[config.mk]
export PLATFORM = sky130hd
export DESIGN_NAME = instruction_fetch_stage
export DESIGN_NICKNAME = d
export VERILOG_FILES = /design/src/rtl/cpu_pkg.sv /design/src/rtl/if_id_register.sv /design/src/rtl/instruction_fetch_stage.sv
export SDC_FILE = /design/constraint.sdc
export NUM_CORES = 1
export LEC_CHECK = 0
export BUFFER_PORTS_ARGS = -buffer_cell sky130_fd_sc_hd__buf_2
export CELL_PAD_IN_SITES_DETAIL_PLACEMENT = 1
export CELL_PAD_IN_SITES_GLOBAL_PLACEMENT = 1
export CORE_AREA = 2 2 154 194
export CTS_CLUSTER_DIAMETER = 150
export DETAILED_ROUTE_END_ITERATION = 6
export DIE_AREA = 0 0 156 196
export GPL_TIMING_DRIVEN = 0
export HOLD_SLACK_MARGIN = 0.1
export MAX_ROUTING_LAYER = met4
export PLACE_DENSITY = 0.88
export SKIP_CTS_REPAIR_TIMING = 1
export SLEW_MARGIN = 15
export SYNTH_ARGS = -nofsm -noshare
export SYNTH_HDL_FRONTEND = slang
export SYNTH_HIERARCHICAL = 1
export SYNTH_SLANG_ARGS = --single-unit
[constraint.sdc]
create_clock -name clock -period 2.9 [get_ports clock]
set_input_delay 0.29 -clock clock [delete_from_list [all_inputs] [get_ports clock]]
set_output_delay 0.29 -clock clock [all_outputs]
set_load 0.03 [all_outputs]
[src/rtl/cpu_pkg.sv]
// Shared types and constants for the fetch stage and its IF/ID pipeline register.
// Latency: n/a (declarations only).
// Backpressure: n/a (declarations only).
package cpu_pkg;

    // PC loaded on reset.
    localparam logic [31:0] RESET_PC  = 32'h0000_0000;

    // addi x0, x0, 0 : the instruction word placed in IF/ID on a bubble.
    localparam logic [31:0] NOP_INSTR = 32'h0000_0013;

    // Fetch FSM states.
    typedef enum logic {
        RUN           = 1'b0,  // normal fetch
        WAIT_REDIRECT = 1'b1   // redirect arrived mid-miss, parked in redirect_pc
    } fetch_state_t;

    // IF/ID pipeline register contents.
    typedef struct packed {
        logic [31:0] pc;
        logic [31:0] pc4;
        logic [31:0] instruction;
        logic        valid;
    } if_id_t;

    // Canonical bubble entry: nothing real flows downstream.
    function automatic if_id_t if_id_bubble();
        if_id_t b;
        b.pc          = 32'h0000_0000;
        b.pc4         = 32'h0000_0000;
        b.instruction = NOP_INSTR;
        b.valid       = 1'b0;
        return b;
    endfunction

    // Word-align a redirect target; the two low bits are never honoured.
    function automatic logic [31:0] align_word(input logic [31:0] addr);
        return addr & ~32'h0000_0003;
    endfunction

endpackage : cpu_pkg

[src/rtl/if_id_register.sv]
// IF/ID pipeline register with load, bubble and hold controls; resets to a bubble.
// Latency: 1 cycle from load/bubble request to visible contents.
// Backpressure: holds contents whenever neither load nor bubble is asserted.
module if_id_register
    import cpu_pkg::*;
(
    input  logic   clock,
    input  logic   reset,
    input  logic   load_i,
    input  logic   bubble_i,
    input  if_id_t entry_i,
    output if_id_t entry_o
);

    if_id_t entry_q;
    if_id_t entry_d;

    // Next contents: bubble wins over load, otherwise hold.
    always_comb begin
        entry_d = entry_q;
        if (bubble_i) begin
            entry_d = if_id_bubble();
        end else if (load_i) begin
            entry_d = entry_i;
        end
    end

    // Register the entry; synchronous reset lands on a bubble.
    always_ff @(posedge clock) begin
        if (reset) begin
            entry_q <= if_id_bubble();
        end else begin
            entry_q <= entry_d;
        end
    end

    assign entry_o = entry_q;

endmodule : if_id_register

[src/rtl/instruction_fetch_stage.sv]
// RISC-V fetch stage: owns the PC, waits out icache busywait, fills IF/ID, parks mid-miss redirects.
// Latency: hit instruction appears in IF/ID one edge after its address is presented; 1 instr/cycle.
// Backpressure: stall holds PC and IF/ID in RUN; busywait holds PC and inserts bubbles.
module instruction_fetch_stage
    import cpu_pkg::*;
(
    input  logic        clock,
    input  logic        reset,
    output logic [31:0] icache_address,
    input  logic [31:0] icache_instruction,
    input  logic        icache_busywait,
    input  logic        branch_taken,
    input  logic [31:0] branch_target,
    input  logic        stall,
    output logic [31:0] if_id_pc,
    output logic [31:0] if_id_pc4,
    output logic [31:0] if_id_instruction,
    output logic        if_id_valid,
    output logic [31:0] fetch_count,
    output logic [31:0] busy_cycles
);

    fetch_state_t state_q, state_d;
    logic [31:0]  pc_q, pc_d;
    logic [31:0]  redirect_pc_q, redirect_pc_d;
    logic [31:0]  fetch_count_q, fetch_count_d;
    logic [31:0]  busy_cycles_q, busy_cycles_d;

    logic [31:0]  pc_plus4;
    logic [31:0]  target_aligned;
    logic         ifid_load;
    logic         ifid_bubble;
    if_id_t       ifid_in;
    if_id_t       ifid_out;

    // Sequential 32-bit add wraps naturally: FFFF_FFFC + 4 = 0.
    assign pc_plus4       = pc_q + 32'd4;
    assign target_aligned = align_word(branch_target);

    // The cache always sees the architectural PC; during a miss it stays put.
    assign icache_address = pc_q;

    // Candidate IF/ID contents for a normal hit.
    always_comb begin
        ifid_in             = if_id_bubble();
        ifid_in.pc          = pc_q;
        ifid_in.pc4         = pc_plus4;
        ifid_in.instruction = icache_instruction;
        ifid_in.valid       = 1'b1;
    end

    // Next-state, PC and IF/ID control; first matching row wins in RUN.
    always_comb begin
        state_d       = state_q;
        pc_d          = pc_q;
        redirect_pc_d = redirect_pc_q;
        ifid_load     = 1'b0;
        ifid_bubble   = 1'b0;

        unique case (state_q)
            RUN: begin
                if (branch_taken && !icache_busywait) begin
                    // Cache is idle, so the address may move immediately.
                    pc_d        = target_aligned;
                    ifid_bubble = 1'b1;
                end else if (branch_taken && icache_busywait) begin
                    // Refill in flight against pc_q: park the target instead.
                    redirect_pc_d = target_aligned;
                    state_d       = WAIT_REDIRECT;
                    ifid_bubble   = 1'b1;
                end else if (stall) begin
                    // Hazard unit holds everything; defaults already hold.
                    ifid_bubble = 1'b0;
                end else if (icache_busywait) begin
                    ifid_bubble = 1'b1;
                end else begin
                    ifid_load = 1'b1;
                    pc_d      = pc_plus4;
                end
            end

            WAIT_REDIRECT: begin
                // The word coming back belongs to the abandoned path, so
                // every cycle here is a bubble and stall has no effect.
                ifid_bubble = 1'b1;
                if (branch_taken) begin
                    redirect_pc_d = target_aligned;
                end
                if (!icache_busywait) begin
                    pc_d    = branch_taken ? target_aligned : redirect_pc_q;
                    state_d = RUN;
                end
            end

            default: begin
                state_d = RUN;
            end
        endcase
    end

    // Performance counters: valid IF/ID loads and busywait cycles.
    always_comb begin
        fetch_count_d = fetch_count_q + {31'd0, ifid_load};
        busy_cycles_d = busy_cycles_q + {31'd0, icache_busywait};
    end

    // PC, FSM, parked redirect and counters.
    always_ff @(posedge clock) begin
        if (reset) begin
            state_q       <= RUN;
            pc_q          <= RESET_PC;
            redirect_pc_q <= 32'h0000_0000;
            fetch_count_q <= 32'h0000_0000;
            busy_cycles_q <= 32'h0000_0000;
        end else begin
            state_q       <= state_d;
            pc_q          <= pc_d;
            redirect_pc_q <= redirect_pc_d;
            fetch_count_q <= fetch_count_d;
            busy_cycles_q <= busy_cycles_d;
        end
    end

    if_id_register u_if_id (
        .clock    (clock),
        .reset    (reset),
        .load_i   (ifid_load),
        .bubble_i (ifid_bubble),
        .entry_i  (ifid_in),
        .entry_o  (ifid_out)
    );

    assign if_id_pc          = ifid_out.pc;
    assign if_id_pc4         = ifid_out.pc4;
    assign if_id_instruction = ifid_out.instruction;
    assign if_id_valid       = ifid_out.valid;
    assign fetch_count       = fetch_count_q;
    assign busy_cycles       = busy_cycles_q;

endmodule : instruction_fetch_stage

# ---- Word-level counts from Yosys, hierarchy flattened
# Cells that the tools add are included.
dict set report word_totals {
  input_bits 69
  regBits 226
  word_cells 48
  output_inout_bits 193
}
dict set report classes {
  addsub 3
  bitwise_logic 1
  eq_ne 6
  reduce_logical 6
  mux 23
}
# op n
set op_table {}
lappend op_table {{two-way mux 32 bit} 8}
lappend op_table {{case mux 32 bit (2 select lines)} 2}
lappend op_table {{adder 32 x 1 -> 32 bit} 2}
lappend op_table {{adder 32 x 3 -> 32 bit, second input constant} 1}
lappend op_table {{two-way mux 1 bit} 11}
lappend op_table {{!= test 3 bit, second input constant} 3}
lappend op_table {{!= test 2 bit, second input constant} 3}
lappend op_table {{case mux 1 bit (2 select lines)} 2}
lappend op_table {{AND reduction 4 bit} 1}
lappend op_table {{logical AND 1 bit} 2}
lappend op_table {{AND reduction 2 bit} 1}
lappend op_table {{OR reduction 2 bit} 1}
lappend op_table {{logical NOT 1 bit} 1}
lappend op_table {{NOT 1 bit} 1}

# ---- Longest topological paths before layout
# Gate-level depths: netlist of run 1.
dict set report logic_depth {
  ltp_word 6
  ltp_mapped 14
  depth_no_buf 12
}

# ---- Cells and area by module
# Netlist of run 1, hierarchy kept.
# module area_per_inst_um2 cells_per_inst instances seq_area_each_um2
set modules_own_cells {}
lappend modules_own_cells {instruction_fetch_stage 6734.0 835 1 2582.5}
lappend modules_own_cells {if_id_register 3478.3 315 1 1941.9}

# ---- Least setup slack after synthesis of run 1
# OpenSTA, ideal clock, no wires.
dict set report synth_path {
  path_kind {register to register}
  from {reg state_q}
  to {reg fetch_count_q[14], in the netlist fetch_count[14]}
  required_time_ps 2830
  path_stages_with_launch 14
  arrival_time_ps 2835
  slack_ps -6
  setup_ps 70
  n_path_buf 2
  synth_period_minus_slack_ps 2906
  cell_sequence {dfxtp_1 > buf_2 > nor2_1 > a21o_1 > nor2_1 > nand2_1 > inv_1 > ha_1 > ha_1 > nand4_4 > or4_1 > buf_2 > or3_1 > a21oi_1}
}
dict set report synth_via {
  elab_chain_len 2
}
# item line_no
set synth_lines {}
lappend synth_lines {{start: declaration} instruction_fetch_stage.sv:23} ;# fetch_state_t state_q, state_d;
lappend synth_lines {{start signal: assignment} instruction_fetch_stage.sv:116} ;# state_q <= state_d;
lappend synth_lines {{two-way mux 1 bit} instruction_fetch_stage.sv:60} ;# unique case (state_q)
lappend synth_lines {{net ifid_load} instruction_fetch_stage.sv:31} ;# logic ifid_load;
lappend synth_lines {{adder 32 x 1 -> 32 bit} instruction_fetch_stage.sv:103} ;# fetch_count_d = fetch_count_q + {31'd0, ifid_load};
lappend synth_lines {{end signal: assignment} instruction_fetch_stage.sv:119} ;# fetch_count_q <= fetch_count_d;
lappend synth_lines {{end: declaration} instruction_fetch_stage.sv:26} ;# logic [31:0] fetch_count_q, fetch_count_d;
# The timed path passes the listed nets, and every way through them passes these cells.
# A chain may end at the register's enable or synchronous reset.

# ---- Worst setup path in the final report of run 1
dict set report layout_path {
  from {reg state_q}
  to {reg fetch_count_q[20], in the netlist fetch_count[20]}
}
# The elaborated chain is that of the path after synthesis.

==> qor.csv, run 1 <==
metric,value,unit
status,"complete, no violations",
"Async S/R FF share, synth",0,%
clk buf depth,3,
Hold Path Sink,u_if_id/entry_o[24],
post-synth top area share,44.3,%
number of flops mapped to enable cells by yosys,0,
crit path launch type,flip-flop,
Worst Hold Class,primary input to flip-flop,
Max VDD drop,0.435,mV
total power per unit cell area,565,nW/um2
final period utilization,96.6,%
Synth Net Count,1224,
Post-DP HPWL,27100,um
# port buffers,259,
min-delay src,icache_instruction[23],
maxcap violations,0,
clk sinks,226,
Final ANT Viol Nets,0,
initial antenna violation count,7,
Clock transition at path regs,0.07,ns
Avg Inst Size Synth,8.88,um2
detailed-route via count,10100,
CP arrival,3.26,ns
Slew headroom,35.7,%
Starting Density,35.4,%
IO Pins,262,
reg-to-reg startpoint,state_q,
register area share after synthesis,44.3,%
layout cell share with drive strength beyond 1,26.0,%
die span in x,156,um
crit end category,flip-flop,
r2r endpoint,fetch_count[20],
mapped cell area,10200,um2
pins over their slew limit,0,
R2R Setup Slk,0.1,ns
num rows,70,
WL/cell,20.3,um
Worst-Skew Late Latency,0.53,ns
clk_skew,0.0172,ns
Crit Path Class,flip-flop to flip-flop,
GRT Util Overall,23.4,%
first-pass GRT wire length,55800,um
fmax,357,MHz
largest net degree at the start of global routing,15,
Die ar.,30600,um2
Overflow after GRT,0,
drt total wl,38300,um
vias in the first global route,10200,
Post-Place Setup Slack,-1.08,ns
cell area after placement,12000,um2
CP required,3.36,ns
ranking of synthesized cells by area,"dfxtp_1 (44%), mux2i_1 (10%), nor2_1 (6.5%)",
fin area,13600,um2
CTS Root Cell,clkbuf_16,
gpl congestion,0.881,
CTS tree,yes,
Lkg Pwr,5.68,nW
core box area,28800,um2
"critical path fanouts, max",10,
# fillers,3390,
drt first pass iters,6,
Yosys top cell by area,dfxtp_1,
Final #Nets,1574,
Yosys reg bits,226,
Die Height,196,um
drt via density,5.36,
Final WS setup,0.0985,ns
post-synthesis cell count,1150,
final setup vio count,0,
synth warn,6,
Slew @ Worst Pin,0.961,ns
Hold Path Depth,3,
"Top FF cell, synth",dfxtp_1,
endpoints failing hold,0,
H-tree depth,1,
post-layout minimum cycle time,2.80,ns
"Distinct cells, synth",68,
1st-iter DRT viols,474,
CTS Buf Count,24,
RSZ-0062 raised after global routing,true,
Syn-to-layout area delta,32.8,%
R2R cell count,13,
Residual DRC,0,
cell usage after synthesis, types with 2 or more instances:
cell / number
nand2b_1: 8
xnor2_1: 44
buf_4: 6
ha_1: 5
nor4_1: 6
and4_1: 9
and2_1: 2
a31oi_1: 4
nor3_1: 19
a221oi_1: 6
o221ai_1: 2
a211o_1: 7
nor3_2: 2
nor4_2: 9
buf_1: 9
o31ai_1: 2
nand2_1: 113
a211oi_1: 15
mux2_2: 6
nand4_1: 25
or3_1: 10
mux2i_1: 107
inv_1: 21
nor2_2: 10
o21ai_1: 2
o22a_1: 2
o211ai_1: 7
nor2b_1: 8
xor2_1: 35
a21oi_1: 70
dfxtp_1: 226
or4_1: 3
a21o_1: 2
o21ai_0: 26
nand3_1: 38
and3_1: 12
o21a_1: 6
nand4_2: 2
buf_2: 19
buf_6: 10
nor2_1: 178
o22ai_1: 5
clkbuf_1: 27
kinds of logic (layout without fill, tap and decap cells):
group                      count (synthesis)  after routing  share of synthesized area [%]
AOI/OAI and AO/OA                        165            165                           10.0
xor gates and xnor gates                  79             79                           6.78
adders and majority gates                  5              5                          0.613
buffers and inverters                     94            462                           4.74
DFF                                      226            226                           44.3
muxes                                    113            113                           11.1
other                                      1              8                         0.0367
and+or+nand+nor                          467            467                           22.3
layer usage:
layer	share of wire [%]	global-route usage, %	vias to the layer above	wire length, um
li1	-	-	4701	-
met1	37	23.5	4902	14200
met2	53	43.4	382	20200
met3	6.0	5.06	114	2300
met4	4.4	10.2	0	1680
met5	0	-	-	0
power by group:
part           total, mW  internal (mW)  switching [mW]
Combinational      0.923          0.356           0.568
Clock               3.43           2.07            1.37
Sequential          3.30           3.18           0.115
placed cells by master, fill, tap and decap left out, types with 8 or more instances in the layout:
master / count
a211oi_1: 15
a21oi_1: 69
and3_1: 12
and4_1: 9
buf_2: 276
buf_4: 14
buf_6: 11
clkbuf_1: 30
clkbuf_16: 25
dfxtp_1: 226
dlygate4sd3_1: 59
inv_1: 20
mux2i_1: 107
nand2_1: 112
nand2b_1: 8
nand3_1: 38
nand4_1: 25
nor2_1: 176
nor2_2: 11
nor2b_1: 8
nor3_1: 18
nor4_2: 8
o21ai_0: 26
or3_1: 10
xnor2_1: 44
xor2_1: 35
per-stage QoR:
step / hold WS [ns] / power, mW / util, % / cells / setup TNS [ns]
global placement: 0.442 / 4.15 / 41.5 / 1769 / -17.30
CTS: -0.0364 / 7.59 / 44.5 / 1813 / -5.61
finish: 0.0887 / 7.65 / 47.1 / 1885 / 0
detailed placement: 0.450 / 4.18 / 41.5 / 1769 / -27.53
global route: 0.0793 / 7.90 / 47.1 / 1885 / -0.0505
floorplan: 0.399 / 3.88 / - / 1150 / 0
area by class of cell:
cell class / count / area (um2) / share of cell area (%)
Tap cell: 360 / 450 / 3.32
Clock buffer: 34 / 709 / 5.23
Multi-Input combinational cell: 830 / 5260 / 38.8
Clock inverter: 10 / 160 / 1.18
Timing Repair Buffer: 325 / 1940 / 14.3
Inverter: 22 / 85.1 / 0.627
Antenna cell: 7 / 17.5 / 0.129
Sequential cell: 226 / 4520 / 33.4
Buffer: 71 / 409 / 3.02
flip-flops by register name, summed over array words and instances (netlist names):
signal	count
busy_cycles	32
icache_address	32
state_q	1
redirect_pc_q	32
u_if_id/entry_o	97
fetch_count	32
worst max path at each step:
stage,startpoint,to,slack (ns),depth (start not counted)
3_3_place_gp,icache_busywait,fetch_count[24],-1.01,14
6_report,state_q,fetch_count[20],0.1,13
4_1_cts,state_q,fetch_count[20],-0.64,13
5_1_grt,state_q,fetch_count[20],-0.04,13
3_5_place_dp,icache_busywait,fetch_count[22],-1.08,14
2_1_floorplan,icache_busywait,fetch_count[14],0.04,12
worst max-delay path, stage by stage, from the launching register on:
cell and delay, ns:
dfxtp_1 0.32, buf_6 0.14, nor2_2 0.08, a21o_1 0.20, nor2_4 0.18, nand2_4 0.09, inv_4 0.10, ha_4 0.16
ha_4 0.17, nand4_4 0.12, or4_1 0.52, buf_4 0.18, or3_1 0.33, a21oi_2 0.13
Note: power is estimated with default switching activity, not from simulation.
==> run 2: changes to the inputs <==
--- a/config.mk
+++ b/config.mk
@@ -8,13 +8,12 @@
 export BUFFER_PORTS_ARGS = -buffer_cell sky130_fd_sc_hd__buf_2
 export CELL_PAD_IN_SITES_DETAIL_PLACEMENT = 1
 export CELL_PAD_IN_SITES_GLOBAL_PLACEMENT = 1
-export CORE_AREA = 2 2 154 194
+export CORE_AREA = 2 2 172 174
 export CTS_CLUSTER_DIAMETER = 150
 export DETAILED_ROUTE_END_ITERATION = 6
-export DIE_AREA = 0 0 156 196
+export DIE_AREA = 0 0 174 176
 export GPL_TIMING_DRIVEN = 0
 export HOLD_SLACK_MARGIN = 0.1
-export MAX_ROUTING_LAYER = met4
 export PLACE_DENSITY = 0.88
 export SKIP_CTS_REPAIR_TIMING = 1
 export SLEW_MARGIN = 15
==> run 2 against run 1 <==
Compared with the run above: utilization up 0.34 points; total power down 2.7%; routed wire length up 1.1%; final cell count grew 1.1%; non-clock buffer count decreased by 3; via count shrank 0.95%; global-route usage fell by 0.42 points; critical path type unchanged; largest power group is now sequential cells; highest routed layer unchanged.
==> qor.csv, run 2 (synthesis results as in run 1) <==
metric,value,unit
status,"complete, no violations",
detailed-route via count,10000,
final period utilization,96.4,%
Clk pwr share,43.3,%
core box area,28500,um2
"commonest non-fill, non-tap cells in the layout","buf_2 (276), dfxtp_1 (226), nor2_1 (176)",
final setup vio count,0,
Die Height,176,um
Worst-Skew Late Latency,0.53,ns
post-layout minimum cycle time,2.80,ns
num rows,62,
Crit Path Class,flip-flop to flip-flop,
IO Pins,262,
clk_skew,0.0156,ns
initial antenna violation count,5,
WP depth,13,
Slew @ Worst Pin,0.866,ns
1st-iter DRT viols,489,
Final ANT Viol Nets,0,
Final #Nets,1573,
drt via density,5.25,
crit path launch type,flip-flop,
CTS Buf Count,26,
Post-DP HPWL,27400,um
die span in x,174,um
Slew headroom,42.1,%
Net Sw Frac,27.0,%
Max VDD drop,0.400,mV
CP required,3.35,ns
Residual DRC,0,
WL/cell,20.4,um
# fillers,3400,
drt total wl,38800,um
Worst Hold Class,primary input to flip-flop,
largest net degree at the start of global routing,13,
pins over their slew limit,0,
Gate power share,12.4,%
final total power,7.45,mW
Lkg Pwr,5.65,nW
# port buffers,259,
maxcap violations,0,
DP Cell Count,1793,
Crit path largest cell delay,0.54,ns
R2R cell count,13,
fin area,13500,um2
internal power,5.44,mW
crit-path leading delay family,simple AND/OR/NAND/NOR gates,
GRT Util Overall,23.0,%
crit end category,flip-flop,
max reg flops,97,
"Critical Path, Cell by Cell","buf_6, nor2_2, a21o_1, nor2_4, nand2_4, inv_4, ha_4, ha_4, nand4_4, or4_4, buf_6, or3_1, a21oi_2",
cell area after placement,12000,um2
"most common cell after layout, fill and taps aside",buf_2,
Starting Density,35.8,%
vias in the first global route,10100,
endpoints failing hold,0,
Die ar.,30600,um2
gpl congestion,0.826,
Final Non-Filler Cells,1905,
Psw,2.01,mW
fin util,47.4,%
Hold Path Depth,3,
H-tree depth,1,
worst path bufs/invs,3,
first-pass GRT wire length,57000,um
Overflow after GRT,0,
drt first pass iters,5,
clk buf depth,3,
CTS tree,yes,
clk sinks,226,
CTS Root Cell,clkbuf_16,
CP arrival,3.25,ns
"Slowest-stage cell, CP",or4_4,
Clock transition at path regs,0.06,ns
layout cell share with drive strength beyond 1,25.9,%
"critical path fanouts, max",10,
total power per unit cell area,551,nW/um2
fmax,358,MHz
Syn-to-layout area delta,32.5,%
Reg power frac,44.3,%
==> run 2: cell types whose count changed in the layout (fill, tap and decap cells not counted), moves of 2 or more <==
cell / before / now
buf_4: 14 / 11
bufinv_16: 4 / 0
clkbuf_8: 6 / 9
clkbuf_1: 30 / 32
clkbuf_16: 25 / 27
diode_2: 7 / 5
==> run 2: area by class of cell <==
class | count | area (um2) | share of cell area, %
timing repair buffer | 322 | 1910 | 14.1
sequential | 226 | 4520 | 33.4
clock inverter | 4 | 26.3 | 0.194
tap | 384 | 480 | 3.55
buffer | 71 | 413 | 3.05
inverter | 22 | 85.1 | 0.629
multi-input combinational | 830 | 5270 | 38.9
clock buffer | 41 | 808 | 5.97
antenna | 5 | 12.5 | 0.0925
==> run 2: worst register-to-register path, cell delays in order (launching register included) <==
cell and delay, ns:
dfxtp_1 0.33, buf_6 0.14, nor2_2 0.08, a21o_1 0.21
nor2_4 0.15, nand2_4 0.09, inv_4 0.11, ha_4 0.17
ha_4 0.17, nand4_4 0.11, or4_4 0.54, buf_6 0.16
or3_1 0.33, a21oi_2 0.13
==> run 2: power by group through the flow <==
| stage | Clock (mW) | Combinational (mW) | Sequential (mW) |
|---|---|---|---|
| finish | 3.23 | 0.923 | 3.30 |
| detailed placement | 0 | 0.821 | 3.36 |
| global route | 3.42 | 0.987 | 3.31 |
| CTS | 3.26 | 0.832 | 3.29 |
| floorplan | 0 | 0.436 | 3.44 |
| global placement | 0 | 0.793 | 3.36 |
==> run 2: final timing paths <==
| kind | slack (ns) | startpoint | endpoint |
|---|---|---|---|
| setup / recovery | 0.10 | state_q | fetch_count[20] |
| hold / removal | 0.05 | icache_instruction[20] | u_if_id/entry_o[21] |
| setup reg to reg | 0.10 | state_q | fetch_count[20] |
| hold reg to reg | 0.46 | redirect_pc_q[5] | redirect_pc_q[5] |
==> run 2: metrics by stage <==
stage          setup slack [ns]  TNS [ns]  hold WS [ns]
3_3_place_gp             -0.962    -13.39         0.441
2_1_floorplan            0.0445         0         0.399
6_report                  0.105         0        0.0484
4_1_cts                  -0.791     -7.43       -0.0206
5_1_grt                 -0.0297   -0.0398        0.0602
3_5_place_dp              -1.07    -18.56         0.451
==> run 2: routing by layer <==
layer  routed length [um]  track usage, %  part of all wire, %  up-vias
met5                    0               0                    0        -
met4                 1110            5.74                  2.8        0
met3                 2390            5.66                  6.2       72
met2                19900            43.2                   51      374
met1                15400            26.0                   40     4883
li1                     -               -                    -     4674
